[config.mk]
export PLATFORM = sky130hd
export DESIGN_NAME = mips_dmem_bridge
export DESIGN_NICKNAME = d
export VERILOG_FILES = /design/src/rtl/mips_mem_pkg.sv /design/src/rtl/mips_dmem_timeout.sv /design/src/rtl/mips_dmem_bridge.sv
export SDC_FILE = /design/constraint.sdc
export NUM_CORES = 1
export LEC_CHECK = 0
export CORE_ASPECT_RATIO = 1.1
export CORE_MARGIN = 5
export CORE_UTILIZATION = 33
export CTS_CLUSTER_DIAMETER = 80
export DETAILED_ROUTE_END_ITERATION = 10
export PLACE_DENSITY = 0.79
export SYNTH_ARGS = -nofsm -noshare
export SYNTH_HDL_FRONTEND = slang
export SYNTH_SLANG_ARGS = --single-unit
[constraint.sdc]
create_clock -name clk -period 2.6 [get_ports clk]
set_clock_uncertainty 0.05 [all_clocks]
set_input_delay 0.52 -clock clk [delete_from_list [all_inputs] [get_ports clk]]
set_output_delay 0.52 -clock clk [all_outputs]
set_load 0.02 [all_outputs]
[src/rtl/mips_mem_pkg.sv]
// Shared definitions for the MIPS memory-side bus bridges.
package mips_mem_pkg;

   typedef enum logic [1:0] {
      IDLE   = 2'd0,
      REQ    = 2'd1,
      WAIT_R = 2'd2,
      DONE   = 2'd3
   } mem_state_t;

   localparam int          BYTE_LANES       = 4;
   localparam logic [31:0] ERR_DATA_DEFAULT = 32'hDEAD_BEEF;

endpackage

[src/rtl/mips_dmem_timeout.sv]
// Clearable saturating cycle counter; expire pulses on the tick that reaches LIMIT.
module mips_dmem_timeout #(
   parameter int LIMIT = 255,
   parameter int W     = $clog2(LIMIT + 1)
) (
   input  logic clk,
   input  logic rst,
   input  logic clr,
   input  logic tick,
   output logic expire
);

   localparam logic [W-1:0] LAST = W'(LIMIT - 1);
   localparam logic [W-1:0] MAX  = W'(LIMIT);

   logic [W-1:0] count;

   always_ff @(posedge clk) begin
      if (rst) begin
         count <= '0;
      end else if (clr) begin
         count <= '0;
      end else if (tick && (count != MAX)) begin
         count <= count + 1'b1;
      end
   end

   // Flag the tick that would bring the count to LIMIT, so the owner aborts after exactly LIMIT cycles.
   assign expire = tick && !clr && (count >= LAST);

endmodule

[src/rtl/mips_dmem_bridge.sv]
// Converts single-cycle CPU data-memory accesses into a req/gnt/rvalid bus transaction,
// stalling the pipeline through cpu_en while the transaction is outstanding.
module mips_dmem_bridge
   import mips_mem_pkg::*;
#(
   parameter int                ADDR_W         = 32,
   parameter int                DATA_W         = 32,
   parameter int                TIMEOUT_CYCLES = 255,
   parameter logic [DATA_W-1:0] ERR_DATA       = ERR_DATA_DEFAULT
) (
   input  logic                  clk,
   input  logic                  rst,
   input  logic                  en,
   input  logic [BYTE_LANES-1:0] cpu_mem_write_en,
   input  logic                  cpu_mem_read_en,
   input  logic [ADDR_W-1:0]     cpu_mem_addr,
   input  logic [DATA_W-1:0]     cpu_mem_write_data,
   output logic [DATA_W-1:0]     cpu_mem_read_data,
   output logic                  cpu_en,
   output logic                  bus_req,
   output logic                  bus_we,
   output logic [BYTE_LANES-1:0] bus_be,
   output logic [ADDR_W-1:0]     bus_addr,
   output logic [DATA_W-1:0]     bus_wdata,
   input  logic                  bus_gnt,
   input  logic                  bus_rvalid,
   input  logic [DATA_W-1:0]     bus_rdata,
   output logic                  bus_error
);

   // state  | meaning
   // IDLE   | no transaction; a new CPU access is launched here only
   // REQ    | bus_req held, waiting for bus_gnt
   // WAIT_R | read granted, waiting for bus_rvalid
   // DONE   | access retires this cycle; inputs still show it, so never relaunch

   mem_state_t        state;
   logic [DATA_W-1:0] rdata_q;
   logic              err_q;
   logic              is_wr;
   logic              access;
   logic              to_clr;
   logic              to_tick;
   logic              to_expire;

   assign is_wr  = |cpu_mem_write_en;
   assign access = is_wr | cpu_mem_read_en;

   // Bus fields follow the CPU inputs directly; the CPU holds them stable while stalled.
   assign bus_we    = is_wr;
   assign bus_be    = is_wr ? cpu_mem_write_en : {BYTE_LANES{1'b1}};
   assign bus_addr  = {cpu_mem_addr[ADDR_W-1:2], 2'b00};
   assign bus_wdata = cpu_mem_write_data;

   assign cpu_mem_read_data = rdata_q;
   assign bus_error         = err_q;

   // Request is not offered from IDLE while stalled so a grant can never be lost there.
   assign bus_req = ((state == IDLE) && en && access) || (state == REQ);

   always_comb begin
      cpu_en = 1'b0;
      case (state)
         IDLE:    cpu_en = en & ~access;
         DONE:    cpu_en = en;
         default: cpu_en = 1'b0;
      endcase
   end

   assign to_tick = en && ((state == REQ) || (state == WAIT_R));
   assign to_clr  = en && (((state == IDLE) && access) ||
                           ((state == REQ) && bus_gnt && !is_wr));

   mips_dmem_timeout #(
      .LIMIT (TIMEOUT_CYCLES)
   ) u_timeout (
      .clk    (clk),
      .rst    (rst),
      .clr    (to_clr),
      .tick   (to_tick),
      .expire (to_expire)
   );

   always_ff @(posedge clk) begin
      if (rst) begin
         state   <= IDLE;
         rdata_q <= '0;
         err_q   <= 1'b0;
      end else if (en) begin
         case (state)
            IDLE: begin
               if (access) begin
                  if (bus_gnt) state <= is_wr ? DONE : WAIT_R;
                  else         state <= REQ;
               end
            end
            REQ: begin
               if (bus_gnt) begin
                  state <= is_wr ? DONE : WAIT_R;
               end else if (to_expire) begin
                  state <= DONE;
                  err_q <= 1'b1;
                  if (!is_wr) rdata_q <= ERR_DATA;
               end
            end
            WAIT_R: begin
               if (bus_rvalid) begin
                  rdata_q <= bus_rdata;
                  state   <= DONE;
               end else if (to_expire) begin
                  rdata_q <= ERR_DATA;
                  err_q   <= 1'b1;
                  state   <= DONE;
               end
            end
            DONE:    state <= IDLE;
            default: state <= IDLE;
         endcase
      end
   end

endmodule

# Yosys cells after proc, flatten, opt, wreduce, memory -nomap -nowiden

Index checks and enable logic that the tools add are counted.

Bits in registers: 43
Input bits: 106
Output and inout bits: 104
Word-level logic and storage cells: 60

Add/sub/neg operators: 1
Magnitude comparators: 1
Equality and inequality tests: 10
Multiplexer cells: 19
Bitwise logic cells: 3
Reduce and logical (&&, ||, !) cells: 22

Operators with widths:

| cell                | number |
|---|---|
| $mux 32             | 5 |
| $pmux 32 s2         | 1 |
| $logic_and 1x1->1   | 10 |
| $mux 2              | 5 |
| $ne 2x2->1 const B  | 5 |
| $add 8x1->8 const B | 1 |
| $ge 8x8->1 const B  | 1 |
| $ne 8x8->1 const B  | 1 |
| $pmux 2 s4          | 1 |
| $reduce_and 6->1    | 1 |
| $eq 2x2->1 const B  | 2 |
| $mux 1              | 4 |
| $mux 4              | 1 |
| $pmux 1 s2          | 2 |
| $reduce_and 4->1    | 1 |
| $reduce_or 4->1     | 1 |
| $logic_or 1x1->1    | 3 |
| $ne 3x3->1 const B  | 1 |
| $eq 2x1->1 const B  | 1 |
| $logic_not 1->1     | 2 |
| $logic_not 2->1     | 1 |
| $reduce_and 2->1    | 1 |
| $reduce_bool 2->1   | 1 |
| $reduce_or 2->1     | 1 |
| other kinds (3)     | 3 |

# Logic depth before layout (Yosys ltp)

Gate-level depths: netlist of run 1.

Depth in word-level cells: 11
Gate-level depth with buffers: 10
Gate-level depth less buffers: 7

# By module

A second synthesis of run 1 with hierarchy kept.

Cell total of the unflattened synthesis: 266
Area total of the unflattened synthesis: 2,497.4 µm²

By module, submodules not included:

| module            | instances | cells each | area an instance (µm²) | seq. area each (µm²) |
|---|---|---|---|---|
| mips_dmem_bridge  | 1         | 213        | 2,045.7                | 700.7 |
| mips_dmem_timeout | 1         | 53         | 451.7                  | 160.2 |

# Least setup slack after synthesis of run 1

Ideal clock, no wire load.

Path kind: in2reg
Start point: input cpu_mem_write_en[0]
End point: register rdata_q[20], in the netlist cpu_mem_read_data[20]
Setup time: 0.072 ns
Data arrival time: 2.201 ns
Required time: 2.478 ns
Setup slack: 0.277 ns
Stages on the path: 8
Path buffers: 2
Path through: nor4_4 -> inv_2 -> o211a_4 -> nor4_4 -> or2_1 -> buf_4 -> buf_6 -> mux2i_1

Word-level cells in the longest chain between the ends: 10
Elaborated cells between the ends (all ways): 14
Classes of those cells: eq/ne: 3; bitwise: 1; reduce/logical: 10

RTL lines:

| element                                            | line                                           | source |
|---|---|---|
| from (decl)                                        | mips_dmem_bridge.sv:14                         | `input logic [BYTE_LANES-1:0] cpu_mem_write_en,` |
| $reduce_or 4->1 *                                  | mips_dmem_bridge.sv:46                         | `assign is_wr = \|cpu_mem_write_en;` |
| via bus_we                                         | mips_dmem_bridge.sv:21                         | `output logic bus_we,` |
| $or 1x1->1 or $logic_not 1->1 (tied branches)      | --                                             |  |
| $logic_and 1x1->1, on equally long branches        | mips_dmem_bridge.sv:71, mips_dmem_bridge.sv:72 |  |
| $logic_or 1x1->1                                   | mips_dmem_bridge.sv:71                         | `assign to_clr = en && (((state == IDLE) && access) \|\|` |
| $logic_and 1x1->1                                  | mips_dmem_bridge.sv:71                         |  |
| $logic_not 1->1                                    | mips_dmem_timeout.sv:29                        | `assign expire = tick && !clr && (count >= LAST);` |
| $logic_and 1x1->1 (2 in a row)                     | mips_dmem_timeout.sv:29                        |  |
| $ne 3x3->1 (no line) or $ne 2x2->1 (tied branches) | --                                             |  |
| $reduce_and 6->1 (no line) *                       | --                                             |  |
| to (signal assigned)                               | mips_dmem_bridge.sv:108                        | `rdata_q <= bus_rdata;` |
| to (decl)                                          | mips_dmem_bridge.sv:38                         | `logic [DATA_W-1:0] rdata_q;` |

The timed path passes the listed nets; every way through them passes the cells marked *.
A chain may end at the register's enable or synchronous reset.

# Worst setup path after layout of run 1

Start point: input cpu_mem_write_en[0]
End point: output bus_req

Word-level cells in the longest chain between the ends: 4

RTL lines:

| element           | line                   | source |
|---|---|---|
| $reduce_or 4->1   | mips_dmem_bridge.sv:46 |  |
| $or 1x1->1        | mips_dmem_bridge.sv:47 | `assign access = is_wr \| cpu_mem_read_en;` |
| $logic_and 1x1->1 | mips_dmem_bridge.sv:59 | `assign bus_req = ((state == IDLE) && en && access) \|\| (state == REQ);` |
| $logic_or 1x1->1  | mips_dmem_bridge.sv:59 |  |
| to (decl)         | mips_dmem_bridge.sv:20 | `output logic bus_req,` |

No other way between the ends.

==> results of run 1 <==
-- how the worst min path moves through the flow --
stage	depth (start not counted)	slack, ns	endpoint
floorplan	2	0.42	u_timeout.count[6]$_SDFFE_PP0P_
global placement	2	0.41	cpu_mem_read_data[24]$_SDFFE_PP0P_
global route	2	0.46	cpu_mem_read_data[14]$_SDFFE_PP0P_
CTS	2	0.43	cpu_mem_read_data[4]$_SDFFE_PP0P_
detailed placement	2	0.41	bus_error$_SDFFE_PP0P_
finish	2	0.43	cpu_mem_read_data[20]$_SDFFE_PP0P_
-- critical path, cell delays in order --
cell,delay (ns)
clkdlybuf4s50_1,0.47
nor4_4,0.19
inv_2,0.09
o211a_4,0.24
or2_2,0.27
clkbuf_2,0.16
-- flip-flops by register name, summed over array words and instances, names as in the netlist --
name / flops
state: 2
bus_error: 1
u_timeout.count: 8
cpu_mem_read_data: 32
-- layout make-up --
type                            count  area share (%)
Clock buffer                        6            2.61
Clock inverter                      2            1.11
Inverter                            4           0.474
Multi-Input combinational cell    176            35.5
Sequential cell                    43            27.2
Tap cell                          105            4.15
Timing Repair Buffer               96            29.0
-- through the flow --
step / cell area, um2 / worst slack [ns] / instances / utilization [%] / hold WS, ns
2_1_floorplan: 2560 / 0.277 / 303 / - / 0.422
3_3_place_gp: 3040 / -0.426 / 422 / 40.4 / 0.409
3_5_place_dp: 3040 / -0.435 / 422 / 40.4 / 0.413
4_1_cts: 3160 / -0.222 / 432 / 42.1 / 0.433
5_1_grt: 3170 / 0.00784 / 432 / 42.1 / 0.459
6_report: 3170 / 0.0849 / 432 / 42.1 / 0.429
-- power breakdown --
group | internal [mW] | switching [mW] | leakage, nW
combinational | 0.142 | 0.136 | 0.729
clock | 0.311 | 0.233 | 0.0612
sequential | 0.675 | 0.0122 | 0.347
-- per-layer routing --
layer | wire length (um) | vias up
met5 | 0 | -
met4 | 248 | 0
met3 | 753 | 39
met2 | 3180 | 93
met1 | 2470 | 910
li1 | - | 1010
-- synth_stat cells (2+ instances only) --
master	count
clkbuf_1	10
xnor2_1	2
inv_1	3
nor3_1	27
nor3b_1	2
xor2_1	5
a31oi_1	2
buf_4	69
ha_1	8
nand4_1	2
dfxtp_1	43
a21oi_1	4
nand3_1	3
nor2b_1	4
a211oi_1	26
nand2_1	14
nand2b_1	12
nor4_4	2
mux2i_1	8
nor2_1	38
-- logic make-up after synthesis --
| group | count (synthesis) | synth area share [%] |
|---|---|---|
| AND/OR/NAND/NOR | 112 | 22.5 |
| buffers and inverters | 84 | 22.8 |
| flip-flops | 43 | 33.7 |
| AO/OA/AOI/OAI | 39 | 11.5 |
| adder cells (fa/ha/maj) | 8 | 3.92 |
| multiplexers | 8 | 3.13 |
| XOR/XNOR | 7 | 2.40 |
| other | 1 | 0.147 |
-- what timing repair did --
item	CTS	global route
pin swaps	1	1
setup endpoints to repair	30	36
setup buffers	1	0
hold buffers	0	0
resized for setup	13	5
gates cloned	1	0
==> results.cfg, run 1 <==
[synthesis]
ys_types = 38
yosys_warnings = 0
synth_seq_area_share_pct = 33.7
ys_ff_latch = 43
synthArstFlopShare_pct = 0
synth_edf_count = 0
ys.flop_type = dfxtp_1
synth.area.top_cells = dfxtp_1 34%, buf_4 20%, a211oi_1 7.6%, nor2_1 5.6%, nor3_1 5.3%
synthCells = 302
avgSynthCellArea_um2 = 8.46
synth_top_area_cell = dfxtp_1
yosysTopAreaCellShare_pct = 33.7
synthesis.area_mm2 = 0.00256

[route]
wl_per_cell_um = 15.4
viasPerCell = 4.75
vias = 2052
ant_nets = 0
drt_iter0_drc = 56
dr.pass1.iters = 4
routed_wl_mm = 6.65
post-route-drc-count = 0

[finish]
final_cell_mix = 71 x clkdlybuf4s50_1, 43 x dfxtp_1, 38 x nor2_1, 27 x nor3_1, 26 x a211oi_1
final_common_cell = clkdlybuf4s50_1
nets = 440
multiInputGateArea_mm2 = 0.00112
seqCellArea_um2 = 861
drive_above_1_share_pct = 9.79
area_growth_syn_to_layout_pct = 23.8
num_antenna_cells = 0
fill_cells = 747

[floorplanning]
num_rows = 33
die_w_um = 93.9
die_height_um = 102
io_pins = 210
core_area_mm2 = 0.00751
die_area_mm2 = 0.00961
start_util_pct = 34.0

[grt]
grt_max_degree = 35
grtUsageMet2_pct = 23.0
grt.busiest_layer = met2
grt_util_met3_pct = 5.08
globalRouteMet1Util_pct = 13.6
grtUsageTotal_pct = 13.1
grt-ovfl-total = 0
grt_pass1_wl_mm = 9.84
grt_pass1_vias = 1941
grt_antenna_before_repair = 0

[setup_path]
crit_fanout = 3
cp-start-kind = input port
rr_worst_depth = 9
cp.required_ns = 2.03
critical_path_class = input port to output port
endpoint_kind = output port
r2r_start = state[1]$_SDFFE_PP0P_
rrSetupSlack_ns = 0.19
crit_start = cpu_mem_write_en[0]
crit_path_end = bus_req
timing.rr.end = cpu_mem_read_data[4]$_SDFFE_PP0P_
worstPathArrival_ns = 1.95

[clock_network]
h-tree-depth = 2
cts_buffers = 5
clkSlewWorstSetupHoldPaths_ns = 0.08
cts.sinks = 43
tritoncts = built
cts-root-buf = clkbuf_8
clock_latency_ns = 0.29
cts_buffer_depth = 2

[power_and_ir_drop]
p_leak_nw = 1.14
power_mw = 1.51
power_density_mw_per_mm2 = 476
ir_drop_mv = 0.333

[placed_design]
port_buffers = 81
place_hpwl_mm = 4.96
gp_congestion = 0.806

[sta]
post-route-min-period_ns = 2.52
fmax_mhz = 398
hold_viol = 0
relSlewSlack_pct = 60.9
drv_slew = 0
final.period_utilization_pct = 96.7
rsz0062_at_grt = false
worst_slew_pin_slew_ns = 0.578
setup_viol = 0
fin_setup_tns_ns = 0

[worst_hold_path]
hp-class = register to register
hp-start = cpu_mem_read_data[20]$_SDFFE_PP0P_

[status]
outcome = finished clean

[job]
cap_viol_max_count = 0
Power figures use the tool's default switching activity.
==> inputs of run 2 (changes only) <==
CORE_UTILIZATION = 34   (was 33)
CTS_BUF_LIST = sky130_fd_sc_hd__clkbuf_4 sky130_fd_sc_hd__clkbuf_8   (was not set)
PLACE_DENSITY = 0.81   (was 0.79)
==> results.cfg, run 2 (same netlist as run 1, synthesis figures left out) <==
[power_and_ir_drop]
p_leak_nw = 1.13
clkPwrFrac_pct = 38.8
swShare_pct = 23.9
ir_drop_mv = 0.356
p_switching_mw = 0.378
sequentialPowerShare_pct = 43.5
p_int_mw = 1.20
power_frac_comb_pct = 17.7
power_density_mw_per_mm2 = 498

[clock_network]
cts.sinks = 43
cts_buffer_depth = 2
cts-root-buf = clkbuf_8
h-tree-depth = 2
cts_buffers = 5
clkSlewWorstSetupHoldPaths_ns = 0.08
clock_latency_ns = 0.29
tritoncts = built

[setup_path]
rrSetupSlack_ns = 0.31
cp_num_buf_inv = 4
rr_worst_depth = 8
crit_path_end = bus_we
slowest_delay_ns = 0.53
r2r_start = state[1]$_SDFFE_PP0P_
crit_start = cpu_mem_write_en[0]
crit_fanout = 7
crit_family = buffers and inverters
cp.depth = 5
crit_top_cell = clkdlybuf4s50_1
cp-start-kind = input port
cp.required_ns = 2.03
worstPathCellList = clkdlybuf4s50_1 -> nor4_4 -> inv_2 -> buf_4 -> clkdlybuf4s50_1
worstPathArrival_ns = 1.99
endpoint_kind = output port
crit_slowest_cell = clkdlybuf4s50_1
timing.rr.end = cpu_mem_read_data[8]$_SDFFE_PP0P_
critical_path_class = input port to output port

[floorplanning]
die_height_um = 101
start_util_pct = 34.6
num_rows = 33
io_pins = 210
core_area_mm2 = 0.00739
die_w_um = 92.7
die_area_mm2 = 0.00935

[sta]
worst_slew_pin_slew_ns = 0.553
drv_slew = 0
relSlewSlack_pct = 63.0
final.period_utilization_pct = 98.4
post-route-min-period_ns = 2.56
setup_viol = 0
layout_setup_ws_ns = 0.0426
fmax_mhz = 391
hold_viol = 0
rsz0062_at_grt = false

[worst_hold_path]
hp-class = register to register
hp-start = bus_error$_SDFFE_PP0P_

[finish]
num_antenna_cells = 0
final_cell_mix = 72 x clkdlybuf4s50_1, 43 x dfxtp_1, 38 x nor2_1, 27 x nor3_1, 26 x a211oi_1
area_growth_syn_to_layout_pct = 24.1
final_common_cell = clkdlybuf4s50_1
nets = 441
largest_reg_flops = 32
postLayoutCoreUtil_pct = 42.9
drive_above_1_share_pct = 10.4

[route]
ant_nets = 0
post-route-drc-count = 0
routed_wl_mm = 6.14
viasPerCell = 4.99
wl_per_cell_um = 14.8
drt_iter0_drc = 23
vias = 2070
dr.pass1.iters = 4

[grt]
grt_pass1_wl_mm = 9.66
grt-ovfl-total = 0
grtUsageTotal_pct = 12.6
grt_antenna_before_repair = 0
grt_pass1_vias = 2055
grt_max_degree = 27

[placed_design]
gp_congestion = 0.762
dpl_worst_slack_ns = -0.467
place_hpwl_mm = 4.73
port_buffers = 81

[job]
cap_viol_max_count = 0

[status]
outcome = finished clean
run 2: metrics by stage:
| step | hold slack [ns] | instance area [um2] | setup TNS, ns | power, mW | std cells |
|---|---|---|---|---|---|
| after floorplan | 0.422 | 2560 | 0 | 0.993 | 303 |
| after global placement | 0.402 | 3050 | -7.32 | 0.985 | 407 |
| after detailed placement | 0.414 | 3050 | -8.77 | 0.992 | 407 |
| after CTS | 0.434 | 3170 | 0 | 1.61 | 415 |
| after global routing | 0.462 | 3170 | 0 | 1.66 | 415 |
| final | 0.427 | 3170 | 0 | 1.58 | 415 |
run 2: per-layer routing:
layer | track usage [%] | vias to the layer above | part of all wire [%]
met5 | 0 | - | 0
met4 | 5.86 | 0 | 3.0
li1 | - | 1018 | -
met3 | 5.00 | 22 | 9.5
met2 | 22.0 | 66 | 46
met1 | 13.3 | 964 | 41
run 2: cell type report:
cell class	instances	area, um2
fillers	729	4220
multi-input cells	176	1130
inverters	4	15.0
clock inverters	3	67.6
repair buffers	97	925
flip-flops and latches	43	861
well taps	87	109
clock buffers	5	68.8
run 2: power groups by stage:
stage	Clock, mW	Combinational, mW	Sequential [mW]
6_report	0.612	0.280	0.687
5_1_grt	0.663	0.308	0.690
4_1_cts	0.641	0.282	0.688
3_5_place_dp	0	0.288	0.703
3_3_place_gp	0	0.284	0.702
2_1_floorplan	0	0.280	0.713
run 2: repair_timing:
action	CTS	global route
hold buffers	0	0
resized for setup	16	1
buffers inserted	0	0
endpoints found under the setup margin	7	1
pin swaps	1	0
gates cloned	0	0
run 2: how the worst min path moves through the flow:
stage / endpoint / slack, ns / cells past startpoint
after detailed placement: bus_error$_SDFFE_PP0P_ / 0.41 / 2
after floorplan: u_timeout.count[6]$_SDFFE_PP0P_ / 0.42 / 2
after global placement: bus_error$_SDFFE_PP0P_ / 0.40 / 2
final: bus_error$_SDFFE_PP0P_ / 0.43 / 2
after global routing: cpu_mem_read_data[14]$_SDFFE_PP0P_ / 0.46 / 2
after CTS: bus_error$_SDFFE_PP0P_ / 0.43 / 2
run 2: worst register-to-register path: stages (launching register included):
cell,delay (ns)
dfxtp_1,0.42
inv_1,0.12
ha_1,0.34
nand3_1,0.10
nand4bb_1,0.29
nor4_4,0.31
or2_1,0.22
buf_12,0.19
mux2i_1,0.19
